<file path="config.mk">
export PLATFORM = sky130hd
export DESIGN_NAME = rotate_sequencer
export DESIGN_NICKNAME = d
export VERILOG_FILES = /design/src/rtl/rotate_sequencer.sv
export SDC_FILE = /design/constraint.sdc
export NUM_CORES = 1
export LEC_CHECK = 0
export ABC_AREA = 1
export CAP_MARGIN = 10
export CORE_MARGIN = 4
export CORE_UTILIZATION = 38
export DETAILED_ROUTE_END_ITERATION = 6
export GPL_TIMING_DRIVEN = 1
export PLACE_DENSITY = 0.71
export SYNTH_ARGS = -nofsm -noshare
export SYNTH_HDL_FRONTEND = slang
export SYNTH_SLANG_ARGS = --single-unit
</file>
<file path="constraint.sdc">
create_clock -name clock -period 1 [get_ports clock]
set_input_delay 0.1 -clock clock [delete_from_list [all_inputs] [get_ports clock]]
set_output_delay 0.1 -clock clock [all_outputs]
set_load 0.05 [all_outputs]
</file>
<file path="src/rtl/rotate_sequencer.sv">
//------------------------------------------------------------------------------
// rotate_sequencer
//
// Command-driven shift register sequencer. A command is accepted in IDLE and
// either loads the register, rotates it one bit per cycle for a programmed
// number of steps, or does nothing. Every accepted command ends with a
// one-cycle done pulse, after which the block returns to IDLE.
//
// Optional feature (macro ROTATE_SEQUENCER_ROTR_EN):
//   defined     -> op 11 rotates right, same timing as the left rotate
//   not defined -> op 11 is treated as a NOP
//
// Parameters
//   WIDTH       index width; DATA_WIDTH = 2**WIDTH, SW = 2*DATA_WIDTH,
//               CW = WIDTH+1
//
// Ports
//   clock       sole clock, rising edge
//   reset_n     asynchronous active-low reset
//   cmd_valid   command present
//   cmd_ready   block can accept a command this cycle (state IDLE)
//   cmd_op      00 NOP, 01 LOAD, 10 ROTL, 11 ROTR / NOP
//   cmd_data    LOAD value (SW bits)
//   cmd_count   rotate step count (CW bits)
//   busy        command executing (EXEC or DONE)
//   done        one-cycle completion pulse
//   x_out       current shift register contents
//   idx_hi      clog2 of x_out upper half, truncated to WIDTH bits
//   idx_lo      clog2 of x_out lower half, truncated to WIDTH bits
//------------------------------------------------------------------------------
module rotate_sequencer #(
   parameter int WIDTH = 1
) (
   input  logic                      clock,
   input  logic                      reset_n,
   input  logic                      cmd_valid,
   output logic                      cmd_ready,
   input  logic [1:0]                cmd_op,
   input  logic [2*(2**WIDTH)-1:0]   cmd_data,
   input  logic [WIDTH:0]            cmd_count,
   output logic                      busy,
   output logic                      done,
   output logic [2*(2**WIDTH)-1:0]   x_out,
   output logic [WIDTH-1:0]          idx_hi,
   output logic [WIDTH-1:0]          idx_lo
);

   localparam int DATA_WIDTH = 2**WIDTH;
   localparam int SW         = 2*DATA_WIDTH;
   localparam int CW         = WIDTH+1;

   localparam logic [1:0] IDLE = 2'd0;
   localparam logic [1:0] EXEC = 2'd1;
   localparam logic [1:0] DONE = 2'd2;

   localparam logic [1:0] OP_NOP  = 2'b00;
   localparam logic [1:0] OP_LOAD = 2'b01;
   localparam logic [1:0] OP_ROTL = 2'b10;
   localparam logic [1:0] OP_ROTR = 2'b11;

   logic [1:0]    state;
   logic [SW-1:0] x;
   logic [CW-1:0] cnt;
`ifdef ROTATE_SEQUENCER_ROTR_EN
   logic          dir_right;
`endif

   function automatic logic [SW-1:0] rotl1(input logic [SW-1:0] v);
      return {v[SW-2:0], v[SW-1]};
   endfunction

`ifdef ROTATE_SEQUENCER_ROTR_EN
   function automatic logic [SW-1:0] rotr1(input logic [SW-1:0] v);
      return {v[0], v[SW-1:1]};
   endfunction
`endif

   // Smallest n with 2**n >= v, i.e. bit position of msb(v-1) plus one.
   // v = 0 and v = 1 both map to 0; the result wraps to WIDTH bits.
   function automatic logic [WIDTH-1:0] clog2_trunc(input logic [DATA_WIDTH-1:0] v);
      logic [DATA_WIDTH-1:0] vm1;
      logic [WIDTH-1:0]      r;
      vm1 = v - DATA_WIDTH'(1);
      r   = '0;
      for (int i = 0; i < DATA_WIDTH; i++) begin
         if (vm1[i]) r = WIDTH'(i + 1);
      end
      if (v == '0) r = '0;
      return r;
   endfunction

   always_ff @(posedge clock or negedge reset_n) begin
      if (!reset_n) begin
         state     <= IDLE;
         x         <= SW'(1);
         cnt       <= '0;
`ifdef ROTATE_SEQUENCER_ROTR_EN
         dir_right <= 1'b0;
`endif
      end else begin
         case (state)
            IDLE: begin
               if (cmd_valid) begin
                  case (cmd_op)
                     OP_LOAD: begin
                        x     <= cmd_data;
                        state <= DONE;
                     end
                     OP_ROTL: begin
                        // A zero count skips EXEC entirely.
                        if (cmd_count != '0) begin
                           cnt   <= cmd_count;
`ifdef ROTATE_SEQUENCER_ROTR_EN
                           dir_right <= 1'b0;
`endif
                           state <= EXEC;
                        end else begin
                           state <= DONE;
                        end
                     end
                     OP_ROTR: begin
`ifdef ROTATE_SEQUENCER_ROTR_EN
                        if (cmd_count != '0) begin
                           cnt       <= cmd_count;
                           dir_right <= 1'b1;
                           state     <= EXEC;
                        end else begin
                           state <= DONE;
                        end
`else
                        state <= DONE;
`endif
                     end
                     default: state <= DONE;
                  endcase
               end
            end
            EXEC: begin
`ifdef ROTATE_SEQUENCER_ROTR_EN
               x <= dir_right ? rotr1(x) : rotl1(x);
`else
               x <= rotl1(x);
`endif
               cnt <= cnt - CW'(1);
               // cnt still holds the steps remaining including this one.
               if (cnt == CW'(1)) state <= DONE;
            end
            DONE:    state <= IDLE;
            default: state <= IDLE;
         endcase
      end
   end

   assign cmd_ready = (state == IDLE);
   assign busy      = ~cmd_ready;
   assign done      = (state == DONE);
   assign x_out     = x;
   assign idx_hi    = clog2_trunc(x[SW-1:DATA_WIDTH]);
   assign idx_lo    = clog2_trunc(x[DATA_WIDTH-1:0]);

endmodule
</file>
; ---- Word-level counts from Yosys, hierarchy flattened
; Index checks and enable logic that the tools add are counted.
[word_totals]
ff_bits = 8
output_inout_bits = 9
elab_cells = 43
in_bits = 11
[op_classes]
eq_ne = 10
n_reduce_logical = 8
n_addsub = 3
bitwise = 1
mux = 18
[ops]
columns = operator, n
row1 = $mux W2, 7
row2 = $mux W4, 2
row3 = $pmux W2 S2, 2
row4 = $pmux W4 S2, 1
row5 = $eq A2 B1 Y1 const B, 3
row6 = $logic_not A2 Y1, 3
row7 = $mux W1, 6
row8 = $ne A2 B1 Y1 const B, 3
row9 = $sub A2 B1 Y2 const B, 3
row10 = $eq A2 B2 Y1 const B, 2
row11 = $ne A2 B2 Y1 const B, 2
row12 = $reduce_and A4 Y1, 1
row13 = $reduce_bool A2 Y1, 2
row14 = $reduce_and A3 Y1, 1
row15 = $reduce_and A2 Y1, 1
row16 = $not A1 Y1, 1

; ---- Longest topological paths before layout
; Gate-level depths: netlist (run 1).
[depth]
word_depth = 5
ltp_mapped = 7
depth_no_buf = 6

; ---- Worst setup path after synthesis (run 1)
; No wires, ideal clock.
[synth_path]
path_type = register to output
from = reg x[3], in the netlist x_out[3]
to = out idx_hi
t_required_ps = 900
path_buffers = 0
path_stages_with_launch = 3
arrival_ps = 1421
setup_slack_ps = -521
path_cell_list = dfrtp_1 inv_1 nor2_1
[synth_between]
elab_chain_cells = 3
elab_cells_between_ends = 4
classes_between = add/sub (1) / mux (2) / reduce/logical (1)
[synth_lines]
columns = item, line_no
row1 = from (decl), 62  ; logic [SW-1:0] x;
row2 = from (signal assigned), 106  ; x <= cmd_data;
row3 = from (signal assigned), 142  ; x <= rotl1(x);
row4 = $sub A2 B1 Y2, 83  ; vm1 = v - DATA_WIDTH'(1);
row5 = $mux W1, 86  ; if (vm1[i]) r = WIDTH'(i + 1);
row6 = $mux W1 *, 88  ; if (v == '0) r = '0;
row7 = to (decl), 44  ; output logic [WIDTH-1:0] idx_hi,
; Mark *: on every way between the ends. The rest lies on a longest branch, timed or not.

; ---- Worst setup path after layout (run 1)
[layout_path]
from = reg state[0]
to = out cmd_ready
[layout_between]
elab_chain_cells = 1
[layout_lines]
columns = item, line_no
row1 = from (decl), 61  ; logic [1:0] state;
row2 = from (signal assigned), 94  ; state <= IDLE;
row3 = from (signal assigned), 107  ; state <= DONE;
row4 = from (signal assigned), 116  ; state <= EXEC;
row5 = $logic_not A2 Y1, 154  ; assign cmd_ready = (state == IDLE);
row6 = to (decl), 37  ; output logic cmd_ready,
; Every way passes these cells.

==> results by group, run 1 <==
Final layout
  • Storage element area: around 210 um^2
  • Layout area overhead: 96.3%
  • Post-route cell area: ~0.0011 mm^2
  • Fill count: between 60 and 70
  • Utilization after layout: a little over 80%
  • Inserted Diodes: 0
  • Multi-input gate area: between 300 and 400 um^2
  • Commonest non-fill, non-tap cells in the layout: nand2_1 (23), nand3_1 (10), clkdlybuf4s50_1 (10)
  • Fin cells: 130
  • Share of layout cells above drive strength 1: 52.2%
  • Fin nets: 128
  • Commonest non-fill, non-tap cell in the layout: nand2_1

Setup path
  • Largest stage delay, worst path: approximately 0.44 ns
  • Setup crit start: state[0]
  • Worst Setup Start Kind: register
  • Critical path's top delay family: flip-flops
  • Slowest library cell on the worst path: dfrtp_2
  • WP buf/inv: 2
  • Critical path type: register to primary output
  • Worst flop-to-flop path endpoint: x_out[0]
  • Crit. End Element: primary output
  • Reg2reg path depth: 7
  • Reg2reg setup slack: -0.18 ns
  • CP arrival: between 1 and 1.5 ns
  • CP endpoint: cmd_ready
  • Launch instance of the worst register-to-register path: state[1]
  • CP Max Fanout: 3
  • Critical path cell sequence: nor2_4 > buf_6 > buf_12
  • Required time of the critical path: ~0.90 ns
  • CP Depth: 3

Synthesis
  • Cell variety after synth: 16
  • Post-Syn Instances: 78
  • Sequential area share after synthesis: 35.5%
  • Ys Warns: 0
  • Avg Cell Area, Syn: 7.28 um^2
  • Number of synthesized register bits: 8
  • Syn_nets: 90
  • Mapped cell area: approximately 570 um^2

Timing
  • RSZ-0062 raised after global routing: yes
  • Clk_skew: 0.00283 ns
  • Final Critical Period: 1.23 ns
  • Measured slew at the worst slew-check pin: 0.389 ns
  • Final worst slack: -0.229 ns
  • Final setup viols: 14
  • Final Hold Viols: 0
  • Slew HR: roughly three quarters
  • Final Slew Violations: 0
  • Ratio of final minimum period to clock period: 123%
  • F_max: 0.814 GHz

Placed design
  • Port bufs: 19
  • Post-DP HPWL: 1.14 mm
  • Routability Congestion: slightly above 0.8
  • Dpl cell area: ~900 um^2
  • Pre-CTS setup slack: -0.147 ns
  • Placed Cells: between 100 and 150

Clock tree
  • Max clock buf depth: 2
  • H-tree Lvls: 1
  • Clock sink count: 8
  • Hold buffer count at cts: 0
  • Reg clk slew, reported paths: ~0.06 ns
  • CTS root buf: clkbuf_4
  • CTS tree: done
  • Clk_lat worst skew: ~0.26 ns
  • Total CTS buffers: 3

Floorplanning
  • Core area: about 0.0014 mm^2
  • Die height: roughly 47 um
  • Initial Utilization: a little over two fifths
  • Die X: between 40 and 50 um
  • Cell Rows: 13
  • Die area: 0.00218 mm^2
  • Num ports: 20

Global route
  • Initial antenna violation count: 0
  • First-pass GRT wire length: 3.11 mm
  • Number of global-route vias before repair: between 700 and 800
  • Gr usage total: 20.5%
  • Gr ovfl total: 0
  • Largest net degree at the start of global routing: 9

Routing
  • Drt drc: 0
  • Post-route ant nets: 0
  • Total wire length: between 2 and 2.5 mm
  • First-iteration detailed-routing DRC count: 33
  • Vias per inst: 5.27
  • Via Count: between 600 and 700
  • Drt wl/cell: around 16 um
  • First-pass detailed-route iteration total: 4

Pwr
  • Cell Pwr Density: 3700 mW/mm^2
  • Int Power: 2.15 mW
  • Leakage: approximately 0.54 nW
  • Sw Ratio: between 40% and 50%
  • Combinational group share of total power: ~75%
  • NetSw: 1.98 mW
  • VDD IR max: roughly 1900 uV
  • Total power: 4.12 mW
  • Sequential power share: between 15 and 20%
  • Clock share of power: roughly 7%

Job
  • Max-cap violations: 0

Status
  • Failing checks: setup timing
  • Status: finished with violations

Worst hold path
  • Worst min path class: input port to async pin
## synth_stat cells
cell     count  area (um^2)
nand2_1     30          113
nand3_1     13         65.1
inv_1        9         33.8
dfrtp_1      7          175
nor2_1       5         18.8
nand2_2      3         18.8
o21ai_2      2         17.5
buf_12       1         20.0
buf_6        1         11.3
dfstp_2      1         26.3
ha_1         1         12.5
inv_4        1         6.26
nand2_8      1         20.0
nand4_2      1         12.5
nor2_4       1         11.3
o22ai_1      1         6.26
## through the flow
stage               TNS, ns  hold WS [ns]
detailed placement   -0.937         0.409
CTS                   -1.76         0.125
finish                -1.89         0.121
global placement     -0.743         0.401
floorplan            -0.871        -0.196
global route          -2.38         0.146
## worst min-delay path by stage
stage	from	end	slack [ns]	cells past startpoint
3_3_place_gp	reset_n	state[1]	0.40	1
4_1_cts	reset_n	state[1]	0.12	1
3_5_place_dp	reset_n	state[0]	0.41	1
5_1_grt	reset_n	x_out[1]	0.15	1
6_report	reset_n	cnt[0]	0.12	1
2_1_floorplan	reset_n	cnt[0]	-0.20	0
## metal layers
layer | vias to the layer above | part of all wire [%] | track usage, %
met2 | 22 | 54 | 34.3
met3 | 6 | 4.9 | 4.69
met1 | 337 | 39 | 24.2
met5 | - | 0 | 0
met4 | 0 | 2.2 | 10.5
li1 | 320 | - | -
## kinds of logic after synthesis
logic type	count (synthesis)	share of synthesized area, %
flops	8	35.5
simple gates	54	45.6
buf+inv	12	12.6
compound gates	3	4.19
fa+ha+maj	1	2.20
## power by group through the flow
stage,Combinational (mW),Clock (mW),Sequential [mW]
after floorplan,1.15,0,0.924
after global placement,2.38,0,0.738
after detailed placement,2.41,0,0.748
after CTS,2.94,0.296,0.721
after global routing,3.27,0.311,0.747
final,3.11,0.289,0.727
## area by class of cell
type                    count  area share (%)
flip-flops and latches      8            19.0
well taps                  15            1.68
inverters                  10            3.59
clock buffers               4            2.36
repair buffers             34            38.3
multi-input cells          59            35.1
## state kept, by name, indices dropped and copies added (netlist names)
| name | count |
|---|---|
| cnt | 2 |
| state | 2 |
| x_out | 4 |
## worst reg2reg max path, cell delays in order, from the launching register on
cell,delay [ns]
dfrtp_2,0.44
inv_4,0.08
buf_12,0.13
nand2_8,0.07
buf_6,0.13
o21ai_2,0.12
nand2_1,0.08
nand2_1,0.07
## repair_timing
action                     CTS  global route
gates resized for setup     21             8
gates cloned                 1             0
pin swaps                   11             5
setup buffers                8             1
setup endpoints to repair   14            16
No activity file was read; power rests on OpenSTA's default activity.
==> inputs of run 2 (changes only) <==
RECOVER_POWER = 50   (was default)
==> run 2 against run 1 <==
Net effect: the flow still finishes with violations (setup timing); critical path depth is the same; maximum frequency unchanged; clock-buffer cell count unchanged; largest cell class unchanged; critical path type unchanged; critical endpoint unchanged.
==> results by group, run 2 (synthesis results as in run 1) <==
Status
  • Status: finished with violations (unchanged)
  • Failing checks: setup timing (unchanged)

Placed design
  • Post-DP HPWL: 1.14 mm (unchanged)
  • Port bufs: 19 (unchanged)
  • Routability Congestion: 0.822 (unchanged)
  • Placed Cells: 117 (unchanged)
  • Dpl cell area: 901 um^2 (unchanged)
  • Pre-CTS setup slack: -0.147 ns (unchanged)

Pwr
  • Sequential power share: 17.6% (about the same)
  • Clock share of power: 7.0% (about the same)
  • VDD IR max: 1900 uV (about the same)
  • Leakage: 0.543 nW (about the same)
  • Int Power: 2.14 mW (was 2.15 mW)
  • Cell Pwr Density: 3700 mW/mm^2 (about the same)
  • Sw Ratio: 48.0% (about the same)
  • NetSw: 1.98 mW (about the same)
  • Combinational group share of total power: 75.4% (about the same)

Setup path
  • Critical path type: register to primary output (unchanged)
  • Worst flop-to-flop path endpoint: x_out[0] (unchanged)
  • CP endpoint: cmd_ready (unchanged)
  • Setup crit start: state[0] (unchanged)
  • Crit. End Element: primary output (unchanged)
  • CP arrival: 1.13 ns (about the same)
  • Reg2reg path depth: 7 (unchanged)
  • CP Max Fanout: 3 (unchanged)
  • Worst Setup Start Kind: register (unchanged)
  • Launch instance of the worst register-to-register path: state[1] (unchanged)
  • Reg2reg setup slack: -0.18 ns (about the same)
  • Required time of the critical path: 0.90 ns (about the same)

Floorplanning
  • Die X: 46.7 um (unchanged)
  • Die area: 0.00218 mm^2 (unchanged)
  • Cell Rows: 13 (unchanged)
  • Core area: 0.00135 mm^2 (unchanged)
  • Num ports: 20 (unchanged)
  • Initial Utilization: 42.1% (unchanged)
  • Die height: 46.7 um (unchanged)

Clock tree
  • Hold buffer count at cts: 0 (unchanged)
  • Reg clk slew, reported paths: 0.06 ns (about the same)
  • Clk_lat worst skew: 0.26 ns (about the same)
  • H-tree Lvls: 1 (unchanged)
  • Max clock buf depth: 2 (unchanged)
  • CTS root buf: clkbuf_4 (unchanged)
  • CTS tree: done (unchanged)
  • Total CTS buffers: 3 (unchanged)
  • Clock sink count: 8 (unchanged)

Final layout
  • Inserted Diodes: 0 (unchanged)
  • Fill count: 61 (unchanged)
  • Share of layout cells above drive strength 1: 52.2% (unchanged)
  • Multi-input gate area: 392 um^2 (unchanged)
  • Fin cells: 130 (unchanged)
  • Layout area overhead: 96.3% (unchanged)
  • Fin nets: 128 (unchanged)
  • Max reg flops: 4 (unchanged)
  • Storage element area: 211 um^2 (unchanged)
  • Post-route cell area: 0.00111 mm^2 (unchanged)
  • Utilization after layout: 82.6% (unchanged)
  • Commonest non-fill, non-tap cell in the layout: nand2_1 (unchanged)
  • Commonest non-fill, non-tap cells in the layout: nand2_1 (23), nand3_1 (10), clkdlybuf4s50_1 (9), buf_6 (9), buf_12 (9) (was nand2_1 (23), nand3_1 (10), clkdlybuf4s50_1 (10))

Routing
  • Post-route ant nets: 0 (unchanged)
  • Drt wl/cell: 15.6 um (about the same)
  • Via Count: 687 (was 685)
  • First-pass detailed-route iteration total: 4 (unchanged)
  • Total wire length: 2.03 mm (about the same)
  • Drt drc: 0 (unchanged)
  • Vias per inst: 5.28 (was 5.27)
  • First-iteration detailed-routing DRC count: 33 (unchanged)

Global route
  • First-pass GRT wire length: 3.11 mm (unchanged)
  • Initial antenna violation count: 0 (unchanged)
  • Largest net degree at the start of global routing: 9 (unchanged)
  • Number of global-route vias before repair: 708 (unchanged)
  • Gr ovfl total: 0 (unchanged)
  • Gr usage total: 20.5% (unchanged)

Timing
  • Ratio of final minimum period to clock period: 123% (unchanged)
  • Slew HR: 73.7% (was 74.0%)
  • Final setup viols: 14 (unchanged)
  • Final Critical Period: 1.23 ns (unchanged)
  • Hold slack: 0.191 ns (was 0.121 ns)
  • F_max: 0.814 GHz (unchanged)
  • Final worst slack: -0.229 ns (unchanged)
  • Clk_skew: 0.00283 ns (unchanged)
  • Final Hold Viols: 0 (unchanged)
  • Measured slew at the worst slew-check pin: 0.394 ns (was 0.389 ns)
  • Final Slew Violations: 0 (unchanged)
  • RSZ-0062 raised after global routing: yes (unchanged)

Job
  • Max-cap violations: 0 (unchanged)

Worst hold path
  • Worst min path class: input port to async pin (unchanged)
run 2: cell types whose count changed in the layout (fill, tap and decap cells not counted), sizes merged:
cell / previous run / this run
clkdlybuf4s50: 10 / 9
dlygate4sd3: 0 / 1
run 2: layer usage:
metal | part of all wire (%) | vias to the layer above | wire, um | track usage, %
met1 | 39 | 339 | 789 | 24.2
met4 | 2.2 | 0 | 45 | 10.5
met2 | 54 | 22 | 1100 | 34.3
met5 | 0 | - | 0 | 0
li1 | - | 320 | - | -
met3 | 4.9 | 6 | 99 | 4.69
run 2: cell type report:
class                   instances  area share (%)
inverters                      10            3.59
well taps                      15            1.68
repair buffers                 34            38.3
flip-flops and latches          8            19.0
clock buffers                   4            2.36
multi-input cells              59            35.1
run 2: worst min path at each step:
stage,depth (start not counted),to,slack (ns)
2_1_floorplan,0,cnt[0],-0.20
3_3_place_gp,1,state[1],0.40
3_5_place_dp,1,state[0],0.41
4_1_cts,1,state[1],0.12
5_1_grt,1,x_out[1],0.22
6_report,1,cnt[0],0.19
run 2: per-stage QoR:
step                TNS [ns]  total power, mW
CTS                    -1.76             3.95
floorplan             -0.871             2.08
detailed placement    -0.937             3.16
global placement      -0.743             3.12
global route           -2.38             4.32
finish                 -1.90             4.12
run 2: timing repair:
| item | CTS | global route |
|---|---|---|
| cloned | 1 | 0 |
| setup endpoints to repair | 14 | 16 |
| setup buffers | 8 | 1 |
| resized for setup | 21 | 8 |
| pin swaps | 11 | 5 |
run 2: power groups by stage:
stage | Sequential [mW] | Clock (mW) | Combinational (mW)
2_1_floorplan | 0.924 | 0 | 1.15
3_3_place_gp | 0.738 | 0 | 2.38
5_1_grt | 0.747 | 0.311 | 3.27
6_report | 0.727 | 0.289 | 3.11
3_5_place_dp | 0.748 | 0 | 2.41
4_1_cts | 0.721 | 0.296 | 2.94
run 2: worst max-delay path: stages (launching register included):
cell	delay [ns]
dfrtp_2	0.44
nor2_4	0.18
buf_6	0.12
buf_12	0.12
